$ cat src/rtl/mcs4_clkgen.sv
// Two-phase non-overlapping clock, sync and power-on-clear generator for an MCS-4 system.
// Optional macro MCS4_SYNC_GEN_EN: generate sync_pad during X3 instead of tying it low.
`timescale 1ns/1ps

module mcs4_clkgen #(
  parameter int PHASE_LEN  = 4,
  parameter int POC_CYCLES = 16
) (
  input  logic       sysclk,
  input  logic       sysrst_n,
  input  logic       run,
  input  logic       poc_req,
  output logic       clk1_pad,
  output logic       clk2_pad,
  output logic       sync_pad,
  output logic       poc_pad,
  output logic [2:0] subcycle,
  output logic       cycle_start,
  output logic       running
);

  localparam logic [7:0] PH_MAX   = 8'(PHASE_LEN - 1);
  localparam logic [7:0] POC_INIT = 8'(POC_CYCLES);

  typedef enum logic {ST_HALT, ST_RUN} state_t;

  state_t     state_q, state_d;
  logic [7:0] phase_q, phase_d;
  logic [1:0] quarter_q, quarter_d;
  logic [2:0] sub_q, sub_d;
  logic       clk1_q, clk1_d;
  logic       clk2_q, clk2_d;
  logic       sync_q, sync_d;
  logic       cs_q, cs_d;
  logic       running_q, running_d;
  logic       poc_q, poc_d;
  logic [7:0] poc_cnt_q, poc_cnt_d;
  logic       last_phase;
  logic       mc_end;

  always_comb begin
    state_d    = state_q;
    phase_d    = phase_q;
    quarter_d  = quarter_q;
    sub_d      = sub_q;
    last_phase = (phase_q == PH_MAX);
    mc_end     = (state_q == ST_RUN) && last_phase && (quarter_q == 2'd3) && (sub_q == 3'd7);

    case (state_q)
      ST_HALT: begin
        phase_d   = 8'd0;
        quarter_d = 2'd0;
        sub_d     = 3'd0;
        if (run) state_d = ST_RUN;
      end
      default: begin
        if (last_phase) begin
          phase_d   = 8'd0;
          quarter_d = quarter_q + 2'd1;
          if (quarter_q == 2'd3) sub_d = sub_q + 3'd1;
        end else begin
          phase_d = phase_q + 8'd1;
        end
        // Halt only if run is still low at the very end of X3; a brief drop is ignored.
        if (mc_end && !run) state_d = ST_HALT;
      end
    endcase

    // Pad outputs are decoded from the next position so they leave the flops glitch-free.
    running_d = (state_d == ST_RUN);
    clk1_d    = running_d && (quarter_d == 2'd0);
    clk2_d    = running_d && (quarter_d == 2'd2);
    cs_d      = running_d && (phase_d == 8'd0) && (quarter_d == 2'd0) && (sub_d == 3'd0);
`ifdef MCS4_SYNC_GEN_EN
    sync_d    = running_d && (sub_d == 3'd7);
`else
    sync_d    = 1'b0;
`endif

    // A reload request wins over the end-of-cycle decrement.
    poc_d = poc_req || (poc_cnt_q != 8'd0);
    if (poc_req)
      poc_cnt_d = POC_INIT;
    else if (mc_end && (poc_cnt_q != 8'd0))
      poc_cnt_d = poc_cnt_q - 8'd1;
    else
      poc_cnt_d = poc_cnt_q;
  end

  always_ff @(posedge sysclk or negedge sysrst_n) begin
    if (!sysrst_n) begin
      state_q   <= ST_HALT;
      phase_q   <= 8'd0;
      quarter_q <= 2'd0;
      sub_q     <= 3'd0;
      clk1_q    <= 1'b0;
      clk2_q    <= 1'b0;
      sync_q    <= 1'b0;
      cs_q      <= 1'b0;
      running_q <= 1'b0;
      poc_q     <= 1'b1;
      poc_cnt_q <= POC_INIT;
    end else begin
      state_q   <= state_d;
      phase_q   <= phase_d;
      quarter_q <= quarter_d;
      sub_q     <= sub_d;
      clk1_q    <= clk1_d;
      clk2_q    <= clk2_d;
      sync_q    <= sync_d;
      cs_q      <= cs_d;
      running_q <= running_d;
      poc_q     <= poc_d;
      poc_cnt_q <= poc_cnt_d;
    end
  end

  assign clk1_pad    = clk1_q;
  assign clk2_pad    = clk2_q;
  assign sync_pad    = sync_q;
  assign poc_pad     = poc_q;
  assign subcycle    = sub_q;
  assign cycle_start = cs_q;
  assign running     = running_q;

endmodule

$ cat config.mk
export PLATFORM = sky130hd
export DESIGN_NAME = mcs4_clkgen
export DESIGN_NICKNAME = d
export VERILOG_FILES = /design/src/rtl/mcs4_clkgen.sv
export SDC_FILE = /design/constraint.sdc
export NUM_CORES = 1
export LEC_CHECK = 0
export ABC_AREA = 1
export CELL_PAD_IN_SITES_DETAIL_PLACEMENT = 1
export CELL_PAD_IN_SITES_GLOBAL_PLACEMENT = 2
export CORE_ASPECT_RATIO = 0.6
export CORE_MARGIN = 3
export CORE_UTILIZATION = 32
export DETAILED_ROUTE_END_ITERATION = 12
export PLACE_DENSITY = 0.89
export SETUP_SLACK_MARGIN = 0.3
export SLEW_MARGIN = 20
export SYNTH_ARGS = -nofsm -noshare
export SYNTH_HDL_FRONTEND = slang
export SYNTH_SLANG_ARGS = --single-unit
$ cat constraint.sdc
create_clock -name sysclk -period 2.2 [get_ports sysclk]
set_clock_uncertainty 0.15 [all_clocks]
set_input_delay 0.33 -clock sysclk [delete_from_list [all_inputs] [get_ports sysclk]]
set_output_delay 0.33 -clock sysclk [all_outputs]
set_load 0.05 [all_outputs]
==> results of run 1 <==
## metal layers
layer | part of all wire (%) | vias up | global-route usage, %
met3 | 3.1 | 2 | 4.02
met4 | 0.60 | 0 | 3.76
met5 | 0 | - | 0
met2 | 35 | 19 | 18.0
met1 | 61 | 599 | 26.1
li1 | - | 626 | -
## area by class of cell
cell class / count / share of cell area [%]
inverters: 36 / 7.70
clock buffers: 3 / 2.31
well taps: 60 / 4.20
flip-flops and latches: 26 / 36.8
multi-input cells: 131 / 37.7
repair buffers: 19 / 9.59
clock inverters: 1 / 1.68
## cells in the mapped netlist
master   count
conb_1       1
inv_4        1
xor2_1       5
o21ai_1      4
or2_0        1
a21oi_1      1
nor2_1      28
inv_1       35
ha_1         5
dfrtp_1     24
o21ai_0      7
nand2_1     53
nand2_2      1
nor3_1       1
buf_4        2
dfstp_2      2
nand3_1     14
nor2_2       2
nand3_2      2
nor2_4       1
xnor2_1      2
nand4_1      3
## cell usage in the layout, fill, tap and decap left out, types with 3 or more instances in the layout
cell             synthesis  routed
nand2_1                 53      51
inv_1                   35      34
nor2_1                  28      26
dfrtp_1                 24      21
nand3_1                 14      12
buf_4                    2       8
o21ai_0                  7       7
dlygate4sd2_1            0       7
xor2_1                   5       5
nand3_2                  2       4
nor2_2                   2       4
o21ai_1                  4       4
nand4_1                  3       3
ha_2                     0       3
clkbuf_8                 0       3
clkdlybuf4s50_1          0       3
dfrtp_2                  0       3
## where the power goes
group	total [mW]	internal [mW]	switching (mW)
Clock	0.403	0.244	0.160
Combinational	1.33	0.457	0.878
Sequential	0.889	0.693	0.197
## logic make-up (layout without fill, tap and decap cells)
group | Yosys count | in the layout | share of synthesized area, %
AOI/OAI and AO/OA | 12 | 12 | 4.15
other | 1 | 1 | 0.259
buffers and inverters | 38 | 59 | 10.5
DFF | 26 | 26 | 45.1
and+or+nand+nor | 106 | 106 | 31.4
adders and majority gates | 5 | 5 | 4.32
xor gates and xnor gates | 7 | 7 | 4.24
## per-stage QoR
| stage | instances | cell area [µm²] | worst slack, ns |
|---|---|---|---|
| 4_1_cts | 270 | 1700 | 0.322 |
| 5_1_grt | 276 | 1790 | 0.254 |
| 3_3_place_gp | 266 | 1630 | 0.277 |
| 3_5_place_dp | 266 | 1630 | 0.255 |
| 2_1_floorplan | 195 | 1450 | 0.339 |
| 6_report | 276 | 1790 | 0.406 |
## what timing repair did
item,4_1_cts,5_1_grt
setup endpoints to repair,8,12
buffers inserted,0,6
gates resized for setup,8,12
pin swaps,0,5
## registers in the layout, summed over array words and instances (netlist names), 2 cells and up
name,count
phase_q,8
poc_cnt_q,8
subcycle,3
quarter_q,2
## how the worst min path moves through the flow
stage / from / end / cells past startpoint
2_1_floorplan: sysrst_n / clk1_pad / 0
3_3_place_gp: poc_cnt_q[4] / poc_cnt_q[4] / 2
3_5_place_dp: poc_cnt_q[4] / poc_cnt_q[4] / 2
4_1_cts: sysrst_n / subcycle[1] / 2
5_1_grt: sysrst_n / poc_cnt_q[1] / 2
6_report: sysrst_n / poc_cnt_q[2] / 2
==> results.md, run 1 <==
- Seq/Total Area, Yosys: a little under half
- Largest net degree at the start of global routing: 27
- Vias per std cell: between 4 and 5
- Final Cycle Share: about four fifths
- Fill cells: 550
- Antenna cell count: 0
- Drt pass-1 iters: 4
- CTS root buffer: clkbuf_8
- Post-DP HPWL: about 3000 µm
- Run status: finished, final reports clean
- Final core utilization: ~42%
- Pwr/cell area: between 1000 and 1500 nW/µm²
- Gpl congestion: 0.780
- Crit Path Max Fanout: 5
- Top cells by area, synth: dfrtp_1 (41%), nand2_1 (14%), inv_1 (9.1%)
- Final hold vios: 0
- Antenna violations before repair: 0
- Violation count after the first detailed-routing iteration: between 50 and 60
- Area of the multi-input gates: 674 µm²
- Number of max-cap violations: 0
- Worst setup EP type: flip-flop
- Row cnt: 18
- Synth top area share: 41.5%
- Core area: about 4200 µm²
- TNS Setup: 0 ns
- Sink Count: 26
- Worst r2r src: phase_q[0]
- Htree depth: 1
- HP Class: primary input to asynchronous set/reset pin
- Synth area leader: dfrtp_1
- Via Count: roughly 1200
- Register area: between 600 and 700 µm²
- Fin. max-slew vios: 0
- Initial core utilization: around a third
- Crit-path leading delay family: simple AND/OR/NAND/NOR gates
- Peak supply drop: between 500 and 600 µV
- WS Path Type: flip-flop to flip-flop
- Area delta synth->final: 23.4%
- WHS: around 0.27 ns
- Syn Inst Count: 195
- R2R Path End: cycle_start
- Buf+Inv Stages, Crit Path: 1
- Chip Height: 58.1 µm
- CP Cell Sequence: ha_2, nand2_1, nor2_4, buf_4, nand2_1, nand3_1, nand2_1, nor2_2, nand2_1, nor2_1
- Die area: roughly 5400 µm²
- Clock tree buffer depth: 2
- CTS buffer count: 3
- Hold-fix buffer count after cts: 0
- Drc violations: 0
- Seq cells post-synth: 26
- R2R cell count: 10
- Clock transition at the registers of the reported paths: about 0.090 ns
- Clk_lat worst skew: between 0.2 and 0.3 ns
- Synthesis Warnings: 0
- Worst path slowest cell: dfrtp_2
- Crit path DAT: roughly 1.9 ns
- Post-Synthesis Cell Area: approximately 1400 µm²
- Critical path origin: phase_q[0]
- Port bufs: 11
- Power Total: between 2 and 3 mW
- First-pass GRT wire length: 6270 µm
- GRT Total Usage: between 15 and 20%
- Final setup violation count: 0
- CTS tree: done
- RSZ-0062 raised after global routing: no
- CP Depth: 10
- Final Net Count: 226
- Remaining Overflow, GRT: 0
- Wire per inst: approximately 14 µm
- Syn_nets: slightly above 200
- CP dominant cell by count: nand2_1
- Library cells used by synthesis: 22
- Critical Path End: cycle_start
- Peak Freq: around 560 MHz
- R2R Setup Slk: about 0.4 ns
- CP startpoint kind: flip-flop
- Vias in the first global route: ~1200
- DIE WIDTH: roughly 93 µm
- Avg Cell Area, Syn: roughly 7.4 µm²
- WP data required: 2.26 ns
- WL final: about 3800 µm
- Tmin final: about 1.8 ns
- CP peak stage delay: roughly 0.40 ns
- DRT antenna net count: 0
- Lkg Pwr: about 0.94 nW
- Share of post-route cells with drive strength above 1: between 10% and 20%
- Top Ports: 13
No activity file was read; power rests on OpenSTA's default activity.
==> inputs of run 2 (changes only) <==
--- a/config.mk
+++ b/config.mk
@@ -10,9 +10,9 @@
 export CELL_PAD_IN_SITES_GLOBAL_PLACEMENT = 2
 export CORE_ASPECT_RATIO = 0.6
 export CORE_MARGIN = 3
-export CORE_UTILIZATION = 32
+export CORE_UTILIZATION = 29
 export DETAILED_ROUTE_END_ITERATION = 12
-export PLACE_DENSITY = 0.89
+export PLACE_DENSITY = 0.85
 export SETUP_SLACK_MARGIN = 0.3
 export SLEW_MARGIN = 20
 export SYNTH_ARGS = -nofsm -noshare
==> constraint.sdc (replaced) <==
create_clock -name sysclk -period 1.5 [get_ports sysclk]
set_clock_uncertainty 0.15 [all_clocks]
set_input_delay 0.225 -clock sysclk [delete_from_list [all_inputs] [get_ports sysclk]]
set_output_delay 0.225 -clock sysclk [all_outputs]
set_load 0.05 [all_outputs]
==> run 2 against run 1 <==
The flow now finishes with violations (negative setup slack); wire length up 39%; cell count up 18%; clock power up 17%; sequential power up 43%; critical path depth unchanged; design area up 41%; register-to-register slack worse by 0.68 ns; critical path type unchanged; highest routed layer unchanged.
==> results.md, run 2 (same netlist as run 1, synthesis figures left out) <==
- Drt pass-1 iters: 4
- Clk_lat worst skew: 0.28 ns
- Core area: ~4700 µm²
- Worst path slowest cell: dfrtp_1
- CP Cell Sequence: nor2_2, nand2_2, nor2_4, buf_4, nand2_1, nand3_2, nand2_1, nor2_1, nand2_1, nor2_2
- Number of max-cap violations: 0
- Final Net Count: approximately 270
- Antenna cell count: 0
- Worst setup slack after layout: -0.277 ns
- Hold-fix buffer count after cts: 0
- R2R Path End: cycle_start
- Crit-path leading delay family: simple AND/OR/NAND/NOR gates
- Worst setup EP type: flip-flop
- CTS buffer count: 3
- CP startpoint kind: flip-flop
- Finished layout cell area: around 2500 µm²
- Sink Count: 26
- Via Count: 1500
- Post-DP HPWL: ~3300 µm
- Crit path DAT: about 1.8 ns
- Placed inst area: around 2000 µm²
- DRT antenna net count: 0
- Chip Height: between 60 and 70 µm
- Lkg Pwr: around 1.3 nW
- Top Ports: 13
- Final Cycle Share: 118%
- Final setup violation count: 16
- Initial core utilization: 30.9%
- WL final: about 5300 µm
- Gpl congestion: ~0.8
- Vias in the first global route: roughly 1600
- Highest-count cells in the layout ignoring fill and taps: buf_4 (43), nand2_1 (38), inv_1 (26)
- RSZ-0062 raised after global routing: yes
- CP dominant cell by count: nand2_1
- WS Path Type: flip-flop to flip-flop
- Clock tree buffer depth: 2
- Final hold vios: 0
- Row cnt: 19
- Peak supply drop: around 920 µV
- Fill cells: roughly 540
- Failing checks: negative setup slack
- CTS root buffer: clkbuf_8
- Wire per inst: roughly 16 µm
- Violation count after the first detailed-routing iteration: 39
- WP data required: approximately 1.6 ns
- Vias per std cell: around 4.6
- First-pass GRT wire length: 7790 µm
- Share of post-route cells with drive strength above 1: 51.9%
- Drc violations: 0
- Clock transition at the registers of the reported paths: about 0.1 ns
- Pwr/cell area: between 2000 and 2500 nW/µm²
- R2R Setup Slk: -0.28 ns
- Largest net degree at the start of global routing: 27
- Die area: between 5000 and 6000 µm²
- Peak Freq: 563 MHz
- Area delta synth->final: 73.6%
- Worst r2r src: phase_q[5]
- R2R cell count: 10
- Buf+Inv Stages, Crit Path: 1
- Htree depth: 1
- HP Class: primary input to asynchronous set/reset pin
- Crit Path Max Fanout: 4
- Port bufs: 11
- GRT Total Usage: 17.0%
- Antenna violations before repair: 0
- Remaining Overflow, GRT: 0
- CTS tree: done
- Fin. max-slew vios: 0
- DIE WIDTH: between 90 and 100 µm
- Tmin final: 1.78 ns
- Power Total: ~5.5 mW
- Run status: finished, violations left
- Commonest non-fill, non-tap cell in the layout: buf_4
- CP peak stage delay: 0.43 ns
run 2: power breakdown:
group	switching, mW	internal, mW	total [mW]
Combinational	1.97	1.77	3.74
Sequential	0.253	1.02	1.27
Clock	0.235	0.235	0.470
run 2: area by class of cell:
cell class / count / area (µm²) / share of cell area, %
multi-input combinational: 131 / 910 / 36.2
sequential: 26 / 658 / 26.2
inverter: 36 / 143 / 5.68
clock buffer: 4 / 55.1 / 2.19
tap: 63 / 78.8 / 3.14
timing repair buffer: 67 / 668 / 26.6
run 2: through the flow:
step	setup slack (ns)	cells	TNS, ns	utilization [%]	hold slack [ns]
after floorplan	-0.162	195	-1.34	-	-0.221
after global placement	-0.245	304	-2.14	43.5	0.394
after detailed placement	-0.270	304	-2.46	43.5	0.396
after CTS	-0.170	319	-1.32	49.5	0.141
after global routing	-0.365	327	-3.70	53.6	0.143
final	-0.277	327	-2.30	53.6	0.139
run 2: how the worst max path moves through the flow:
stage                       from            to  slack, ns  cells after the start
global route          phase_q[5]   cycle_start      -0.37                     10
finish                phase_q[5]   cycle_start      -0.28                     10
global placement    poc_cnt_q[1]  poc_cnt_q[1]      -0.24                      9
CTS                   phase_q[0]   cycle_start      -0.17                     10
floorplan            subcycle[0]   cycle_start      -0.16                     11
detailed placement    phase_q[1]   cycle_start      -0.27                     10
run 2: what timing repair did:
action | CTS | global route
endpoints found under the setup margin | 33 | 33
pin swaps | 10 | 15
resized for setup | 41 | 38
setup buffers | 11 | 8
run 2: layer usage:
layer,global-route usage (%),wire length [µm]
met1,24.2,2560
met2,27.3,2500
met3,3.21,159
met4,4.34,75
met5,0,0
